$ cat src/rtl/ro_freq_meter.sv
// Ring-oscillator frequency meter.
// Counts synchronised RO rising edges over a fixed window of clk cycles, then
// hands the result to a UART transmitter as a framed byte stream:
// header, count bytes MSB first, XOR checksum of the count bytes.
//
// state | meaning
// ------+-----------------------------------------------------------
// IDLE  | waiting for enable; counters hold their last values
// GATE  | measurement window open, gate_cnt running, edges counted
// LATCH | window closed, count snapshotted, meas_done pulsed
// REQ   | start high, current frame byte on latch_count, wait tx_busy=1
// WAIT  | byte accepted, wait tx_busy=0, then next byte / next window
`timescale 1ns/1ps
module ro_freq_meter #(
  parameter int          GATE_CYCLES = 100_000,
  parameter int          COUNT_W     = 24,
  parameter logic [7:0]  HEADER      = 8'hA5
) (
  input  logic       clk,
  input  logic       rst_n,
  input  logic       ro_in,
  input  logic       enable,
  input  logic       tx_busy,
  output logic       start,
  output logic [7:0] latch_count,
  output logic       meas_done,
  output logic       overflow,
  output logic       busy
);

  localparam int NBYTES = COUNT_W / 8;
  localparam int GATE_W = (GATE_CYCLES > 2) ? $clog2(GATE_CYCLES) : 1;
  localparam int IDX_W  = 3;
  localparam logic [GATE_W-1:0] GATE_LAST = GATE_W'(GATE_CYCLES - 1);
  localparam logic [IDX_W-1:0]  IDX_LAST  = IDX_W'(NBYTES + 1);

  typedef enum logic [2:0] {
    S_IDLE,
    S_GATE,
    S_LATCH,
    S_REQ,
    S_WAIT
  } state_t;

  state_t              state_q, state_d;
  logic [2:0]          ro_sync;
  logic                edge_p;
  logic [GATE_W-1:0]   gate_cnt;
  logic [COUNT_W-1:0]  edge_cnt;
  logic [COUNT_W-1:0]  snap;
  logic [IDX_W-1:0]    byte_idx;
  logic                start_gate;
  logic [7:0]          frame_byte;
  logic [7:0]          csum;

  // Three-stage synchroniser for the asynchronous RO signal.
  always_ff @(posedge clk or negedge rst_n) begin
    if (!rst_n) ro_sync <= '0;
    else        ro_sync <= {ro_sync[1:0], ro_in};
  end

  assign edge_p = ro_sync[1] & ~ro_sync[2];

  // State register.
  always_ff @(posedge clk or negedge rst_n) begin
    if (!rst_n) state_q <= S_IDLE;
    else        state_q <= state_d;
  end

  // Next-state logic and Moore outputs; start_gate marks every entry into GATE.
  always_comb begin
    state_d    = state_q;
    start_gate = 1'b0;
    start      = 1'b0;
    meas_done  = 1'b0;
    busy       = (state_q != S_IDLE);
    case (state_q)
      S_IDLE: begin
        if (enable) begin
          state_d    = S_GATE;
          start_gate = 1'b1;
        end
      end
      S_GATE: begin
        if (!enable)                    state_d = S_IDLE;
        else if (gate_cnt == GATE_LAST) state_d = S_LATCH;
      end
      S_LATCH: begin
        meas_done = 1'b1;
        state_d   = S_REQ;
      end
      S_REQ: begin
        start = 1'b1;
        // tx_busy already high here is taken as acceptance of this byte.
        if (tx_busy) state_d = S_WAIT;
      end
      S_WAIT: begin
        if (!tx_busy) begin
          if (byte_idx == IDX_LAST) begin
            if (enable) begin
              state_d    = S_GATE;
              start_gate = 1'b1;
            end else begin
              state_d = S_IDLE;
            end
          end else begin
            state_d = S_REQ;
          end
        end
      end
      default: state_d = S_IDLE;
    endcase
  end

  // Window counter, saturating edge counter and overflow flag.
  // overflow flags an edge that arrived while the counter was already full.
  always_ff @(posedge clk or negedge rst_n) begin
    if (!rst_n) begin
      gate_cnt <= '0;
      edge_cnt <= '0;
      overflow <= 1'b0;
    end else if (start_gate) begin
      gate_cnt <= '0;
      edge_cnt <= '0;
      overflow <= 1'b0;
    end else if (state_q == S_GATE) begin
      gate_cnt <= gate_cnt + GATE_W'(1);
      if (edge_p) begin
        if (&edge_cnt) overflow <= 1'b1;
        else           edge_cnt <= edge_cnt + COUNT_W'(1);
      end
    end
  end

  // Snapshot of the count and position within the outgoing frame.
  always_ff @(posedge clk or negedge rst_n) begin
    if (!rst_n) begin
      snap     <= '0;
      byte_idx <= '0;
    end else if (state_q == S_LATCH) begin
      snap     <= edge_cnt;
      byte_idx <= '0;
    end else if (state_q == S_WAIT && !tx_busy && byte_idx != IDX_LAST) begin
      byte_idx <= byte_idx + IDX_W'(1);
    end
  end

  // Frame byte selection: header, count bytes MSB first, then checksum.
  always_comb begin
    csum = 8'h00;
    for (int i = 0; i < NBYTES; i++) csum = csum ^ snap[8*i +: 8];
    frame_byte = HEADER;
    if (byte_idx == IDX_LAST) begin
      frame_byte = csum;
    end else begin
      for (int k = 1; k <= NBYTES; k++) begin
        if (byte_idx == IDX_W'(k)) frame_byte = snap[8*(NBYTES-k) +: 8];
      end
    end
  end

  // Byte only presented while requesting; snap and byte_idx are frozen in REQ.
  always_comb begin
    latch_count = 8'h00;
    if (state_q == S_REQ) latch_count = frame_byte;
  end

endmodule

$ cat config.mk
export PLATFORM = sky130hd
export DESIGN_NAME = ro_freq_meter
export DESIGN_NICKNAME = d
export VERILOG_FILES = /design/src/rtl/ro_freq_meter.sv
export SDC_FILE = /design/constraint.sdc
export NUM_CORES = 1
export LEC_CHECK = 0
export CORE_MARGIN = 3
export CORE_UTILIZATION = 35
export DETAILED_ROUTE_END_ITERATION = 10
export PLACE_DENSITY = 0.62
export REMOVE_ABC_BUFFERS = 1
export SYNTH_ARGS = -nofsm -noshare
export SYNTH_HDL_FRONTEND = slang
export SYNTH_SLANG_ARGS = --single-unit
export TNS_END_PERCENT = 5
$ cat constraint.sdc
create_clock -name clk -period 3.2 [get_ports clk]
set_input_delay 0.8 -clock clk [delete_from_list [all_inputs] [get_ports clk]]
set_output_delay 0.8 -clock clk [all_outputs]
set_load 0.03 [all_outputs]
==> run metrics, run 1 <==
Leakage about 2 nW; Worst-Margin Slew a little over 0.9 ns; f_max 335 MHz; CTS Buffer Depth 2; most frequent cells in the layout 75 x dfrtp_1, 54 x nor2_1, 39 x nand2_1; antenna violations before repair 0; H-tree depth 3; Synth async-reset ratio 1.00; slowest stage cell, crit path clkdlybuf4s50_1; Yosys top cell by area dfrtp_1; hold worst-path end ro_sync[1]; io pins 17; setup TNS 0 ns; WL per Instance ~15 microns; largest net degree at the start of global routing 76; 1st-iter DRT viols 280; Slew Limit Fails 0; critical path required time ~2.4 ns; core area around 11,000 sq um; clock skew around 0.0049 ns; CP max FO 10; placer congestion estimate approximately 0.84; critical path capture point type output port; DRT antenna net count 0; Top FF cell, synth dfrtp_1; Overall Global Routing Usage 0.149; CP max stage delay 0.66 ns; commonest non-fill, non-tap cell in the layout dfrtp_1; status finished clean; post-synthesis register bit count between 70 and 80; Initial Utilization 0.364; endpoints failing hold 0; row cnt 38; RR Startpoint edge_cnt[0]; Setup crit start kind flip-flop; area delta synth->final 15.0%; Detailed Routing Iterations Pass 1 4; post-synth top area share 0.468; data arrival time of the critical path between 2 and 2.5 ns; vias per inst 5.38; fin cells 584; reg-to-reg slack, setup 0.90 ns; Mapped Area between 4000 and 5000 sq um; synthesized area per cell 9.46 sq um; hpwl dp 6.23 mm; Hold Path Origin ro_sync[0]; Tcrit/Tclk final 0.931; layout cells sized above 1 0.131; # setup viols final 0; CTS tree done; # fillers about 1,100; R2R depth 6; Die Span X roughly 110 microns; IO buf count 16; Root Buffer Master clkbuf_16; Die Ht about 110 microns; Hold Path Cell Cnt 0; Seq/Total Area, Yosys 0.468; pwr dens roughly 670 nW/um^2; Inserted Clock Buffers 9; grt total ovfl 0; Routed WL ~8.8 mm; ANT cells 0; Post-Syn Instances ~420; VDD IR max between 0.3 and 0.4 mV; first-pass GRT wire length 15.3 mm; Max Cap Viol 0; RSZ-0062 raised after global routing no; type of the tightest min-delay check flip-flop to flip-flop; Synthesis Warnings 0; cells along the critical path nand2b_1, or2_2, inv_1, clkdlybuf4s50_1; postcts setup bufs 0; DIE AREA 12,800 sq um; Max-slew headroom 0.379; largest cells by area after synthesis dfrtp_1 47%, mux2_2 5.6%, nor2_1 5.1%, xnor2_1 4.6%, nand2_1 3.6%; post-layout min period 2.98 ns; final core occ 0.418; total power draw ~0.0031 W; worst skew pair latency approximately 0.33 ns; via count of the first global-routing pass 3,009; via count between 3,000 and 4,000; dpl cells between 500 and 600; clock-pin slew on the worst setup and hold paths around 0.060 ns; reg-to-reg critical path endpoint edge_cnt[23]; post-synth cell types 45; # nets final 452; Post-synth EDFFs 0; DRC violations left 0; critical path class flip-flop to output port; sinks on the clock net between 70 and 80
synthesized netlist by cell type (3+ instances only):
cell type / instances
and4_1: 6
nand4_1: 12
o21ai_0: 27
inv_1: 11
clkbuf_1: 13
mux2i_1: 3
a31oi_1: 7
a211oi_1: 6
buf_2: 3
and2_1: 3
a22oi_1: 8
a21oi_1: 23
xor2_1: 15
nor4_1: 3
xnor2_1: 21
nand3_1: 17
or3_1: 8
nor2_1: 55
dfrtp_1: 75
nor3_1: 7
mux2_2: 20
o31ai_1: 3
and3_1: 5
ha_1: 7
nor4b_1: 3
nand2_1: 39
metal layers:
layer / part of all wire / up-vias / track usage
met5: 0 / - / 0
met4: 0.022 / 0 / 0.0609
met3: 0.034 / 14 / 0.0230
met2: 0.44 / 52 / 0.218
met1: 0.51 / 1544 / 0.220
li1: - / 1530 / -
flip-flops by register name (all words and copies together) (netlist names):
name / count
edge_cnt: 24
gate_cnt: 17
byte_idx: 3
overflow: 1
snap: 24
ro_sync: 3
state_q: 3
stage by stage:
stage,instance area (sq um),worst slack [ns],hold WS (ns)
floorplan,3930,0.217,0.331
global placement,4310,0.248,0.333
detailed placement,4310,0.182,0.345
CTS,4620,0.0580,0.358
global route,4610,0.0324,0.375
finish,4610,0.219,0.358
worst max path at each step:
stage	to	startpoint	cells after the start	slack [ns]
after CTS	latch_count[6]	byte_idx[0]	7	0.06
after global routing	latch_count[0]	byte_idx[0]	8	0.03
final	start	state_q[1]	4	0.22
after global placement	latch_count[6]	byte_idx[0]	7	0.25
after detailed placement	latch_count[6]	byte_idx[0]	7	0.18
after floorplan	meas_done	state_q[2]	2	0.22
worst max-delay path, delay by kind of cell, from the launching register on:
| kind | cells | cell delay (ns) |
|---|---|---|
| DFF | 1 | 0.53 |
| and+or+nand+nor | 2 | 0.58 |
| buffers and inverters | 2 | 0.74 |
cells by family (layout without fill, tap and decap cells):
| kind of cell | count (synthesis) | in the layout | synth area share |
|---|---|---|---|
| flops | 75 | 75 | 0.468 |
| fa+ha+maj | 7 | 7 | 0.0218 |
| xor+xnor | 36 | 36 | 0.0786 |
| mux | 23 | 23 | 0.0636 |
| compound gates | 78 | 78 | 0.113 |
| simple gates | 176 | 176 | 0.225 |
| buf+inv | 29 | 49 | 0.0299 |
power breakdown:
group / total, W / internal, W / switching [W] / leakage (nW)
registers: 0.00119 / 0.00106 / 0.000129 / 1.03
clock network: 0.00107 / 0.000696 / 0.000375 / 0.154
logic: 0.000838 / 0.000320 / 0.000518 / 0.839
timing repair:
action / 4_1_cts / 5_1_grt
hold endpoints to repair: 0 / 0
hold buffers: 0 / 0
resized for setup: 5 / 6
endpoints found under the setup margin: 5 / 3
final cells by class:
type                       instances  area, sq um  share of cell area
clock buffer                      10          239              0.0518
clock inverter                     5         77.6              0.0168
inverter                          11         41.3             0.00895
multi-input combinational        320         2020               0.437
sequential                        75         1880               0.407
tap                              140          175              0.0380
timing repair buffer              23          185              0.0401
Note: power is estimated with default switching activity, not from simulation.
==> run 2: changes to the inputs <==
--- a/config.mk
+++ b/config.mk
@@ -5,8 +5,10 @@
 export SDC_FILE = /design/constraint.sdc
 export NUM_CORES = 1
 export LEC_CHECK = 0
+export CORE_ASPECT_RATIO = 0.75
 export CORE_MARGIN = 3
 export CORE_UTILIZATION = 35
+export CTS_BUF_LIST = sky130_fd_sc_hd__clkbuf_16
 export DETAILED_ROUTE_END_ITERATION = 10
 export PLACE_DENSITY = 0.62
 export REMOVE_ABC_BUFFERS = 1
==> run 2 against run 1 <==
Against the previous run:
- cell count stayed put
- largest power group unchanged
- global-route usage is 0.78 points higher
- count of clock-buffer cells in the layout is 1 lower
- critical path type unchanged
- register-to-register slack hardly changed
==> run metrics, run 2 (synthesis gave the netlist of run 1 again) <==
ANT cells 0 (unchanged); core area 11,100 sq um (+0.32%); area delta synth->final 14.9% (about the same); H-tree depth 3 (unchanged); DRC violations left 0 (unchanged); largest net degree at the start of global routing 76 (unchanged); Hold Path Cell Cnt 0 (unchanged); Die Span X 130 microns (+15%); Routed WL 9.58 mm (+8.3%); Slew Limit Fails 0 (unchanged); Regs by FF count edge_cnt x24, snap x24, gate_cnt x17; CTS Buffer Depth 2 (unchanged); Worst-Margin Slew 0.968 ns (+0.0360 ns); # setup viols final 0 (unchanged); commonest non-fill, non-tap cell in the layout dfrtp_1; reg-to-reg critical path endpoint edge_cnt[23]; grt total ovfl 0 (unchanged); critical path required time 2.40 ns (about the same); Max-slew headroom 0.355 (-0.0240); first-pass GRT wire length 15.9 mm (+3.4%); Leakage 2.01 nW (-0.55%); dpl cells 568 (-0.18%); layout cells sized above 1 0.135 (+0.00450); Tcrit/Tclk final 0.959 (+0.0277); via count 3,210 (+2.2%); Die Ht 98.7 microns (-13%); critical path capture point type output port; DRT antenna net count 0 (unchanged); RSZ-0062 raised after global routing no; # nets final 451 (-0.22%); WL per Instance 16.4 microns (+8.3%); most frequent cells in the layout 75 x dfrtp_1, 54 x nor2_1, 39 x nand2_1; via count of the first global-routing pass 3,019 (+0.33%); CTS tree done; worst skew pair latency 0.34 ns (about the same); cts hold-fix bufs 0 (unchanged); total power draw 0.00310 W (+0.30%); io pins 17 (unchanged); Setup crit start kind flip-flop; Root Buffer Master clkbuf_16; Inserted Clock Buffers 9 (unchanged); f_max 326 MHz (-2.9%); Hold Path Origin ro_sync[0]; Initial Utilization 0.363 (-0.00115); DIE AREA 12,800 sq um (+0.10%); row cnt 33 (-13%); Max Cap Viol 0 (unchanged); sinks on the clock net 75 (unchanged); CP max FO 11 (+1); vias per inst 5.50 (+2.2%); clock skew 0.00751 ns (+0.00260 ns); post-layout min period 3.07 ns (+0.0886 ns); Overall Global Routing Usage 0.157 (+0.00779); reg-to-reg slack, setup 0.91 ns (about the same); hold worst-path end ro_sync[1]; count of cells resized by post-cts repair 0 (-5); IO buf count 16 (unchanged); postcts setup bufs 0 (unchanged); 1st-iter DRT viols 293 (+4.6%); fin cells 584 (unchanged); type of the tightest min-delay check flip-flop to flip-flop; RR Startpoint edge_cnt[0]; critical path class flip-flop to output port; R2R depth 6 (unchanged); setup TNS 0 ns (unchanged); endpoints failing hold 0 (unchanged); status finished clean; clock-pin slew on the worst setup and hold paths 0.06 ns (about the same); antenna violations before repair 0 (unchanged); hpwl dp 6.67 mm (+7.1%); Detailed Routing Iterations Pass 1 5 (+1); VDD IR max 0.282 mV (-22%); pwr dens 673 nW/um^2 (+0.35%); data arrival time of the critical path 2.27 ns (+0.09 ns); placer congestion estimate 0.872 (+4.3%)
run 2: cell count changes in the layout (fill, tap and decap cells not counted), sizes merged:
cell	before	now
buf	11	15
bufinv	2	1
clkbuf	13	9
clkinv	2	4
clkinvlp	1	0
dlygate4sd2	2	0
inv	11	13
run 2: layer usage:
layer / track usage / share of wire
met3: 0.0363 / 0.051
met4: 0.0367 / 0.012
met2: 0.217 / 0.42
met5: 0 / 0
met1: 0.247 / 0.52
run 2: metrics by stage:
stage | hold WS (ns) | util | area (sq um) | setup WS (ns)
2_1_floorplan | 0.331 | - | 3930 | 0.217
3_3_place_gp | 0.334 | 0.389 | 4310 | 0.506
3_5_place_dp | 0.341 | 0.389 | 4310 | 0.459
4_1_cts | 0.355 | 0.416 | 4610 | 0.0834
5_1_grt | 0.363 | 0.417 | 4610 | 0.0230
6_report | 0.349 | 0.417 | 4610 | 0.131
run 2: where the power goes:
| part | internal, W | total [W] | switching [W] |
|---|---|---|---|
| clock network | 0.000610 | 0.00103 | 0.000416 |
| registers | 0.00106 | 0.00119 | 0.000139 |
| logic | 0.000328 | 0.000883 | 0.000555 |
run 2: worst max-delay path by stage:
| stage | end | from | slack (ns) |
|---|---|---|---|
| CTS | latch_count[3] | byte_idx[0] | 0.08 |
| global route | latch_count[3] | byte_idx[2] | 0.02 |
| detailed placement | latch_count[3] | byte_idx[0] | 0.46 |
| finish | start | state_q[2] | 0.13 |
| global placement | latch_count[3] | byte_idx[0] | 0.51 |
| floorplan | meas_done | state_q[2] | 0.22 |
run 2: area by class of cell:
cell class                      count  area [sq um]
Sequential cell                    75          1880
Fill cell                        1108          6450
Tap cell                          140           175
Clock buffer                        9           225
Timing Repair Buffer               22           195
Clock inverter                      7          76.3
Multi-Input combinational cell    320          2020
Inverter                           11          41.3
run 2: worst max-delay path: stages, from the launching register on:
cell,delay (ns)
dfrtp_1,0.50
nand2b_1,0.26
or2_2,0.42
inv_1,0.09
clkdlybuf4s50_1,0.67
==> run 3: changes to the inputs <==
--- a/config.mk
+++ b/config.mk
@@ -15,4 +15,4 @@
 export SYNTH_ARGS = -nofsm -noshare
 export SYNTH_HDL_FRONTEND = slang
 export SYNTH_SLANG_ARGS = --single-unit
-export TNS_END_PERCENT = 5
+export TNS_END_PERCENT = 10
==> results of run 3 <==
No change in the layout: final DEF, timing and power equal those of run 2.
